`config.mk`:
```
export PLATFORM = sky130hd
export DESIGN_NAME = timer16_flat
export DESIGN_NICKNAME = d
export VERILOG_FILES = /design/src/rtl/minisys_io_pkg.sv /design/src/rtl/timer16_if.sv /design/src/rtl/timer_channel.sv /design/src/rtl/timer16.sv /design/src/flat_wrapper.sv
export SDC_FILE = /design/constraint.sdc
export NUM_CORES = 1
export LEC_CHECK = 0
export CAP_MARGIN = 15
export CORE_UTILIZATION = 50
export CTS_CLUSTER_DIAMETER = 200
export CTS_CLUSTER_SIZE = 24
export DETAILED_ROUTE_END_ITERATION = 8
export PLACE_DENSITY = 0.8
export SETUP_SLACK_MARGIN = 0.4
export SYNTH_ARGS = -nofsm -noshare
export SYNTH_HDL_FRONTEND = slang
export SYNTH_SLANG_ARGS = --single-unit
```
`constraint.sdc`:
```
create_clock -name clk -period 5.1 [get_ports clk]
set_input_delay 1.53 -clock clk [delete_from_list [all_inputs] [get_ports clk]]
set_output_delay 1.53 -clock clk [all_outputs]
set_load 0.005 [all_outputs]
```
`src/rtl/minisys_io_pkg.sv`:
```
// minisys_io_pkg: shared register offsets, MODE/STATUS bit positions and default width for Minisys I/O peripherals
package minisys_io_pkg;
   localparam int DEF_CNT_W = 16;
   typedef enum logic [1:0] {
      REG_MODE0 = 2'b00,
      REG_MODE1 = 2'b01,
      REG_CNT0  = 2'b10,
      REG_CNT1  = 2'b11
   } reg_e;
   localparam int MODE_SRC_BIT = 0;
   localparam int MODE_RPT_BIT = 1;
   localparam int ST_DONE_BIT  = 0;
   localparam int ST_SRC_BIT   = 1;
   localparam int ST_RPT_BIT   = 2;
   localparam int ST_RUN_BIT   = 15;
endpackage

```
`src/rtl/timer16_if.sv`:
```
// timer16_if: Minisys I/O bus slice seen by the timer (decoder side is master, timer is slave)
interface timer16_if import minisys_io_pkg::*; #(
   parameter int CNT_W = DEF_CNT_W
);
   logic             timerctrl;
   logic             iowrite;
   logic             ioread;
   logic [2:0]       address;
   logic [CNT_W-1:0] wdata;
   logic [CNT_W-1:0] rdata;
   modport master (output timerctrl, iowrite, ioread, address, wdata, input rdata);
   modport slave  (input timerctrl, iowrite, ioread, address, wdata, output rdata);
endinterface

```
`src/rtl/timer_channel.sv`:
```
// timer_channel: one down-counting channel with input synchronizer, edge detect, auto-reload, sticky done and terminal pulse
module timer_channel import minisys_io_pkg::*; #(
   parameter int CNT_W       = DEF_CNT_W,
   parameter int SYNC_STAGES = 2
) (
   input  logic             clk,
   input  logic             rst,
   input  logic             cnt_in,
   input  logic             mode_we,
   input  logic             init_we,
   input  logic             stat_re,
   input  logic [CNT_W-1:0] wdata,
   output logic [CNT_W-1:0] status,
   output logic [CNT_W-1:0] count,
   output logic             pulse
);
   logic [SYNC_STAGES-1:0] sync;
   logic                   prev, src, rpt, run, done, tick, term;
   logic [CNT_W-1:0]       init;
   // bring the external source into the clk domain and keep its previous value for rising-edge detection
   always_ff @(posedge clk or posedge rst)
      if (rst) {sync, prev} <= '0;
      else {sync, prev} <= {sync[SYNC_STAGES-2:0], cnt_in, sync[SYNC_STAGES-1]};
   // a tick is every cycle in timer mode or one synchronized rising edge in counter mode; an INIT write pre-empts terminal count
   always_comb begin
      tick = src ? sync[SYNC_STAGES-1] & ~prev : 1'b1;
      term = run & tick & (count == CNT_W'(1)) & ~init_we;
   end
   // mode, reload value, counter, run/done flags and the registered terminal pulse
   always_ff @(posedge clk or posedge rst)
      if (rst) begin
         {src, rpt, run, done, pulse} <= '0;
         init  <= '0;
         count <= '0;
      end else begin
         pulse <= term;
         if (mode_we) {rpt, src} <= {wdata[MODE_RPT_BIT], wdata[MODE_SRC_BIT]};
         if (init_we) begin
            init  <= wdata;
            count <= wdata;
            run   <= |wdata;
         end else if (run & tick) begin
            count <= term ? (rpt ? init : '0) : count - CNT_W'(1);
            if (term) run <= rpt;
         end
         done <= term | (done & ~stat_re & ~(init_we & |wdata));
      end
   // STATUS word: only the defined flag bits are populated
   always_comb begin
      status              = '0;
      status[ST_RUN_BIT]  = run;
      status[ST_RPT_BIT]  = rpt;
      status[ST_SRC_BIT]  = src;
      status[ST_DONE_BIT] = done;
   end
endmodule

```
`src/rtl/timer16.sv`:
```
// timer16: two-channel 16-bit Minisys timer/counter; address decode and read mux. Channel 1 exists only when TIMER_CH1_EN is defined.
module timer16 import minisys_io_pkg::*; #(
   parameter int CNT_W       = DEF_CNT_W,
   parameter int SYNC_STAGES = 2
) (
   input  logic       clk,
   input  logic       rst,
   timer16_if.slave   bus,
   input  logic       cnt_in0,
   input  logic       cnt_in1,
   output logic       pulse_out0,
   output logic       pulse_out1
);
   logic             we, re, unused_a0;
   reg_e             sel;
   logic [CNT_W-1:0] st0, st1, cnt0, cnt1;
   // qualify strobes with chip select; address bit 0 does not participate in decode
   always_comb begin
      we  = bus.timerctrl & bus.iowrite;
      re  = bus.timerctrl & bus.ioread;
      sel = reg_e'(bus.address[2:1]);
   end
   assign unused_a0 = bus.address[0];
   timer_channel #(.CNT_W(CNT_W), .SYNC_STAGES(SYNC_STAGES)) u_ch0 (
      .clk(clk), .rst(rst), .cnt_in(cnt_in0),
      .mode_we(we & sel == REG_MODE0), .init_we(we & sel == REG_CNT0), .stat_re(re & sel == REG_MODE0),
      .wdata(bus.wdata), .status(st0), .count(cnt0), .pulse(pulse_out0)
   );
`ifdef TIMER_CH1_EN
   timer_channel #(.CNT_W(CNT_W), .SYNC_STAGES(SYNC_STAGES)) u_ch1 (
      .clk(clk), .rst(rst), .cnt_in(cnt_in1),
      .mode_we(we & sel == REG_MODE1), .init_we(we & sel == REG_CNT1), .stat_re(re & sel == REG_MODE1),
      .wdata(bus.wdata), .status(st1), .count(cnt1), .pulse(pulse_out1)
   );
`else
   logic unused_cnt_in1;
   assign unused_cnt_in1 = cnt_in1;
   assign st1        = '0;
   assign cnt1       = '0;
   assign pulse_out1 = 1'b0;
`endif
   // read mux; anything not a qualified read returns zero
   always_comb
      bus.rdata = !re ? '0 : sel == REG_MODE0 ? st0 : sel == REG_MODE1 ? st1 : sel == REG_CNT0 ? cnt0 : cnt1;
endmodule

```
`src/flat_wrapper.sv`:
```
// flat-port wrapper written by rule: the top's interface ports become plain ports
module timer16_flat import minisys_io_pkg::*;
#(
   parameter int CNT_W       = DEF_CNT_W,
   parameter int SYNC_STAGES = 2
)
  (clk, rst, cnt_in0, cnt_in1, pulse_out0, pulse_out1, bus_timerctrl, bus_iowrite, bus_ioread, bus_address, bus_wdata, bus_rdata);
  timer16_if #(.CNT_W(CNT_W)) bus_i ();
  input  logic clk;
  input  logic rst;
  input  logic cnt_in0;
  input  logic cnt_in1;
  output logic pulse_out0;
  output logic pulse_out1;
  input wire logic [$bits(bus_i.timerctrl)-1:0] bus_timerctrl;
  input wire logic [$bits(bus_i.iowrite)-1:0] bus_iowrite;
  input wire logic [$bits(bus_i.ioread)-1:0] bus_ioread;
  input wire logic [$bits(bus_i.address)-1:0] bus_address;
  input wire logic [$bits(bus_i.wdata)-1:0] bus_wdata;
  output wire logic [$bits(bus_i.rdata)-1:0] bus_rdata;
  assign bus_i.timerctrl = bus_timerctrl;
  assign bus_i.iowrite = bus_iowrite;
  assign bus_i.ioread = bus_ioread;
  assign bus_i.address = bus_address;
  assign bus_i.wdata = bus_wdata;
  assign bus_rdata = bus_i.rdata;
  timer16 #(.CNT_W(CNT_W), .SYNC_STAGES(SYNC_STAGES)) u_core (.clk(clk), .rst(rst), .bus(bus_i), .cnt_in0(cnt_in0), .cnt_in1(cnt_in1), .pulse_out0(pulse_out0), .pulse_out1(pulse_out1));
endmodule
```
==> Word level (Yosys, flattened, before mapping) <==
Index checks and enable logic that the tools add are counted.
{ "classes": {"mux": 12, "n_reduce_logical": 5, "eq_ne": 3, "n_addsub": 1, "bitwise": 17} }
{ "ops": {"columns": ["cell", "n"], "rows": [
  ["16-bit 2-to-1 mux", 8],
  ["16-bit by 1-bit equality test with 1-bit output, second input constant", 1],
  ["16-bit OR reduction", 1],
  ["16-bit by 1-bit subtractor with 16-bit output, second input constant", 1],
  ["1-bit AND", 12],
  ["1-bit 2-to-1 mux", 4],
  ["1-bit NOT", 4],
  ["2-bit nonzero test", 2],
  ["2-bit by 1-bit equality test with 1-bit output, second input constant", 1],
  ["2-bit equality test, second input constant", 1],
  ["2-bit logical NOT", 1],
  ["2-bit AND reduction", 1],
  ["1-bit OR", 1]
]} }
{ "word_totals": {"elab_cells": 47, "ff_bits": 40, "output_inout_bits": 18} }

==> Depth between registers and ports, before layout <==
{ "logic_depth": {"ltp_word": 9, "ltp_mapped": 7} }

==> Cells and area by module <==
Synthesis repeated with hierarchy kept, for this count alone.
{ "unflattened": {"hier_cells": 297, "area_unflattened_um2": 2745.1} }
{ "modules_own_cells": {"columns": ["mod", "area_per_inst_um2", "cells_per_inst", "instances"], "rows": [
  ["timer_channel", 2362.3, 254, 1],
  ["timer16", 382.9, 43, 1]
]} }

==> Worst setup path after synthesis <==
Ideal clock, no wire load.
{ "synth_path": {"path_type": "in2out", "startpoint": "in bus_timerctrl", "endpoint": "out bus_rdata[8]", "cell_stages": 5, "arrival_time_ps": 2405, "path_buffers": 2, "path_slack_ps": 1165, "required_ps": 3570, "cell_sequence": "nor2b_1 and3_1 clkbuf_1 clkbuf_1 and2_2"} }
{ "synth_between": {"elab_chain_cells": 2} }
{ "synth_rtl": {"columns": ["element", "line_no", "text"], "rows": [
  ["start, declared", "flat_wrapper.sv:15", "input wire logic [$bits(bus_i.timerctrl)-1:0] bus_timerctrl;"],
  ["1-bit AND", "timer16.sv:20", "re = bus.timerctrl & bus.ioread;"],
  ["16-bit 2-to-1 mux", "timer16.sv:44", "bus.rdata = !re ? '0 : sel == REG_MODE0 ? st0 : sel == REG_MODE1 ? st1 : sel == REG_CNT0 ? cnt0 : cnt1;"],
  ["end, declared", "flat_wrapper.sv:20", "output wire logic [$bits(bus_i.rdata)-1:0] bus_rdata;"]
]} }
No other way between the ends.

==> Final worst setup path <==
{ "layout_path": {"startpoint": "in bus_address[2]", "endpoint": "out bus_rdata[1]"} }
{ "layout_between": {"elab_chain_cells": 5, "word_cells_on_any_way": 7} }
{ "layout_rtl": {"columns": ["element", "line_no", "text"], "rows": [
  ["start, declared", "flat_wrapper.sv:18", "input wire logic [$bits(bus_i.address)-1:0] bus_address;"],
  ["2-bit equality test", "timer16.sv:44", null],
  ["16-bit 2-to-1 mux (2 in series)", "timer16.sv:44", null],
  ["16-bit 2-to-1 mux (*) (2 in series)", "timer16.sv:44", null]
]} }
Every way passes the cells marked *; elsewhere a longest branch is shown, timed or not.

==> impl_metrics.env <==
export IMPL_status="finished clean"
export IMPL_power_leakage_uw=0.001281
export IMPL_cp_depth=5
export IMPL_peakVddDrop_mv=0.2218
export IMPL_max_stage_delay_ns=0.56
export IMPL_cts_htree_levels=2
export IMPL_synth_edff_count=0
export IMPL_finalCritPeriodShare=0.9092
export IMPL_critPathSlowestCell="clkdlybuf4s50_1"
export IMPL_cts_tree="done"
export IMPL_grt_pass1_wl_mm=9.494
export IMPL_maxCapViolations=0
export IMPL_gr_usage_met2=0.3905
export IMPL_grt_max_degree=41
export IMPL_vias_per_cell=5.739
export IMPL_crit_fanout=16
export IMPL_rr_worst_depth=5
export IMPL_timing_worst_setup_path_type="input port to output port"
export IMPL_avgSynthCellArea_um2=8.281
export IMPL_required_ns=3.57
export IMPL_crit_buf_inv=2
export IMPL_yosysMostFrequentCell="nand2_1"
export IMPL_grt_pass1_vias=1985
export IMPL_gp_congestion=0.8266
export IMPL_clockRootBuffer="clkbuf_8"
export IMPL_cpMostUsedCell="clkdlybuf4s50_1"
export IMPL_port_buffers=40
export IMPL_use_met3=0.04360
export IMPL_maxSlewHeadroom=0.4149
export IMPL_synth_sequential_area_ratio=0.4396
export IMPL_drcViolationCount=0
export IMPL_clk_pin_slew_ns=0.07
export IMPL_ys_top_cells_by_area="dfrtp_1, nand2_1, xnor2_1, a31oi_1, o21ai_0"
export IMPL_power_per_cell_area_nw_per_um2=368.1
export IMPL_drive_gt1_frac=0.07911
export IMPL_grt_busiest_layer="met2"
export IMPL_worst_pin_slew_ns=0.8712
export IMPL_synthCells=275
export IMPL_vias=2112
export IMPL_rsz0062_at_grt="false"
export IMPL_routed_wirelength_mm=5.764
export IMPL_fin_worst_skew_ns=0.007711
export IMPL_yosys_top_cells_count="nand2_1, dfrtp_1, nor2_1, o21ai_0, a31oi_1"
export IMPL_synth_cell_types=40
export IMPL_drtIter0Drc=273
export IMPL_yosysWarnings=0
export IMPL_core_area_um2=4354
export IMPL_wl_per_cell_um=15.66
export IMPL_track_usage=0.2494
export IMPL_synth_fp_nets=303
export IMPL_dieArea_um2=4828
export IMPL_worst_setup_path_start_kind="input port"
export IMPL_synth_top_cell_area_share=0.4396
export IMPL_path_delay_family="buffers and inverters"
export IMPL_synth_top_area_cell="dfrtp_1"
export IMPL_synthFlopType="dfrtp_1"
export IMPL_first_pass_iters=4
export IMPL_nFillCells=363
export IMPL_area_growth_pct=25.27
export IMPL_grt_ovfl_total=0
export IMPL_final_antenna_net_count=0
export IMPL_final_setup_tns_ns=0
export IMPL_slew_viol_final=0
export IMPL_min_period_ns=4.637
export IMPL_endpoint_kind="output port"
export IMPL_initial_core_util=0.5230
export IMPL_rows=24
export IMPL_synth_async_reset_ratio=1.000
export IMPL_cts_buffers=5
export IMPL_die_h_um=69.49
export IMPL_dp_hpwl_mm=3.791
export IMPL_setup_viol=0
export IMPL_path_cells="clkdlybuf4s50_1 -> and3_4 -> nand2_1 -> o21ai_0 -> clkdlybuf4s50_1"
export IMPL_hp_class="flop to flop"
export IMPL_cts_sinks=40
export IMPL_hold_depth=0
export IMPL_hold_viol=0
export IMPL_grtUsageMet1=0.3470
export IMPL_ios=44
export IMPL_diodes=0
export IMPL_antenna_found_initial=0
export IMPL_syn_cell_area_um2=2277
export IMPL_finalPower_uw=1050
export IMPL_cts_path_max_buffers=2
export IMPL_regToRegSetupSlack_ns=2.63
export IMPL_nets=343
export IMPL_clk_latency_ns=0.29
export IMPL_die_w_um=69.49
export IMPL_yosys_register_bits=40
export IMPL_fmax_mhz=215.7
export IMPL_arrival_ns=3.11
layout by cell type, fill, tap and decap left out, types with 4 or more instances in the layout:
| cell | netlist | layout |
|---|---|---|
| nor2_1 | 21 | 20 |
| a21oi_1 | 4 | 4 |
| dfrtp_1 | 40 | 40 |
| xnor2_1 | 12 | 12 |
| nand2_1 | 85 | 85 |
| nor4_1 | 4 | 4 |
| clkbuf_8 | 0 | 5 |
| nand4_1 | 6 | 6 |
| o21ai_0 | 18 | 18 |
| clkdlybuf4s50_1 | 0 | 38 |
| nor3_1 | 8 | 8 |
| inv_1 | 5 | 5 |
| buf_4 | 1 | 6 |
| and2_1 | 11 | 11 |
| a31oi_1 | 15 | 15 |
flip-flops by register name, summed over array words and instances, names as in the netlist:
| signal | cells |
|---|---|
| u_core.u_ch0.run | 1 |
| u_core.u_ch0.done | 1 |
| u_core.u_ch0.pulse | 1 |
| u_core.u_ch0.init | 16 |
| u_core.u_ch0.prev | 1 |
| u_core.u_ch0.sync | 2 |
| u_core.u_ch0.rpt | 1 |
| u_core.u_ch0.src | 1 |
| u_core.u_ch0.count | 16 |
repair_timing:
action / in CTS / in global routing
cloned: 0 / 0
pin swaps: 2 / 1
gates resized for setup: 4 / 3
hold buffers: 0 / 0
endpoints found under the hold margin: 0 / 0
setup buffers: 1 / 0
setup endpoints to repair: 16 / 16
worst paths after layout:
| check | startpoint | end |
|---|---|---|
| max | bus_address[2] | bus_rdata[1] |
| min | u_core.u_ch0.sync[0] | u_core.u_ch0.sync[1] |
| max reg2reg | u_core.u_ch0.count[8] | u_core.u_ch0.count[15] |
| min reg2reg | u_core.u_ch0.sync[0] | u_core.u_ch0.sync[1] |
| max in group asynchronous | rst | u_core.u_ch0.init[8] |
| min in group asynchronous | rst | u_core.u_ch0.count[13] |
layout make-up:
class,count,area [um^2],area share
repair buffers,46,450.4,0.1579
clock inverters,2,35.03,0.01228
inverters,5,18.77,0.006579
clock buffers,6,72.57,0.02544
well taps,52,65.06,0.02281
flip-flops and latches,40,1001,0.3509
multi-input cells,217,1210,0.4241
cell families (layout without fill, tap and decap cells):
kind of cell	count (synthesis)	count (layout)	synth area share
adder cells (fa/ha/maj)	2	2	0.01099
other	1	1	0.001647
AND/OR/NAND/NOR	152	152	0.3280
XOR/XNOR	14	14	0.05385
AO/OA/AOI/OAI	47	47	0.1253
buffers and inverters	18	59	0.03572
flip-flops	40	40	0.4396
multiplexers	1	1	0.004945
routing by layer:
| metal | wire (um) | share of wire | vias to the layer above |
|---|---|---|---|
| met2 | 2729 | 0.47 | 90 |
| met1 | 2542 | 0.44 | 997 |
| met4 | 78 | 0.014 | 0 |
| met5 | 0 | 0 | - |
| met3 | 414 | 0.072 | 7 |
| li1 | - | - | 1018 |
report_power, final:
part           total, uW  internal [uW]  switching (uW)
Combinational        288            137             150
Clock                260            145             115
Sequential           503            393             110
Total               1050            675             375
per-stage QoR:
stage	worst slack (ns)	area (um^2)	std cells	hold slack, ns	utilization
after floorplan	1.165	2277	275	0.3312	-
after global placement	0.2290	2718	359	0.3377	0.6241
after detailed placement	0.1670	2718	359	0.3496	0.6241
after CTS	0.4006	2843	368	0.3798	0.6529
after global routing	0.3933	2853	368	0.3926	0.6552
final	0.4632	2853	368	0.3731	0.6552
Power figures use the tool's default switching activity.
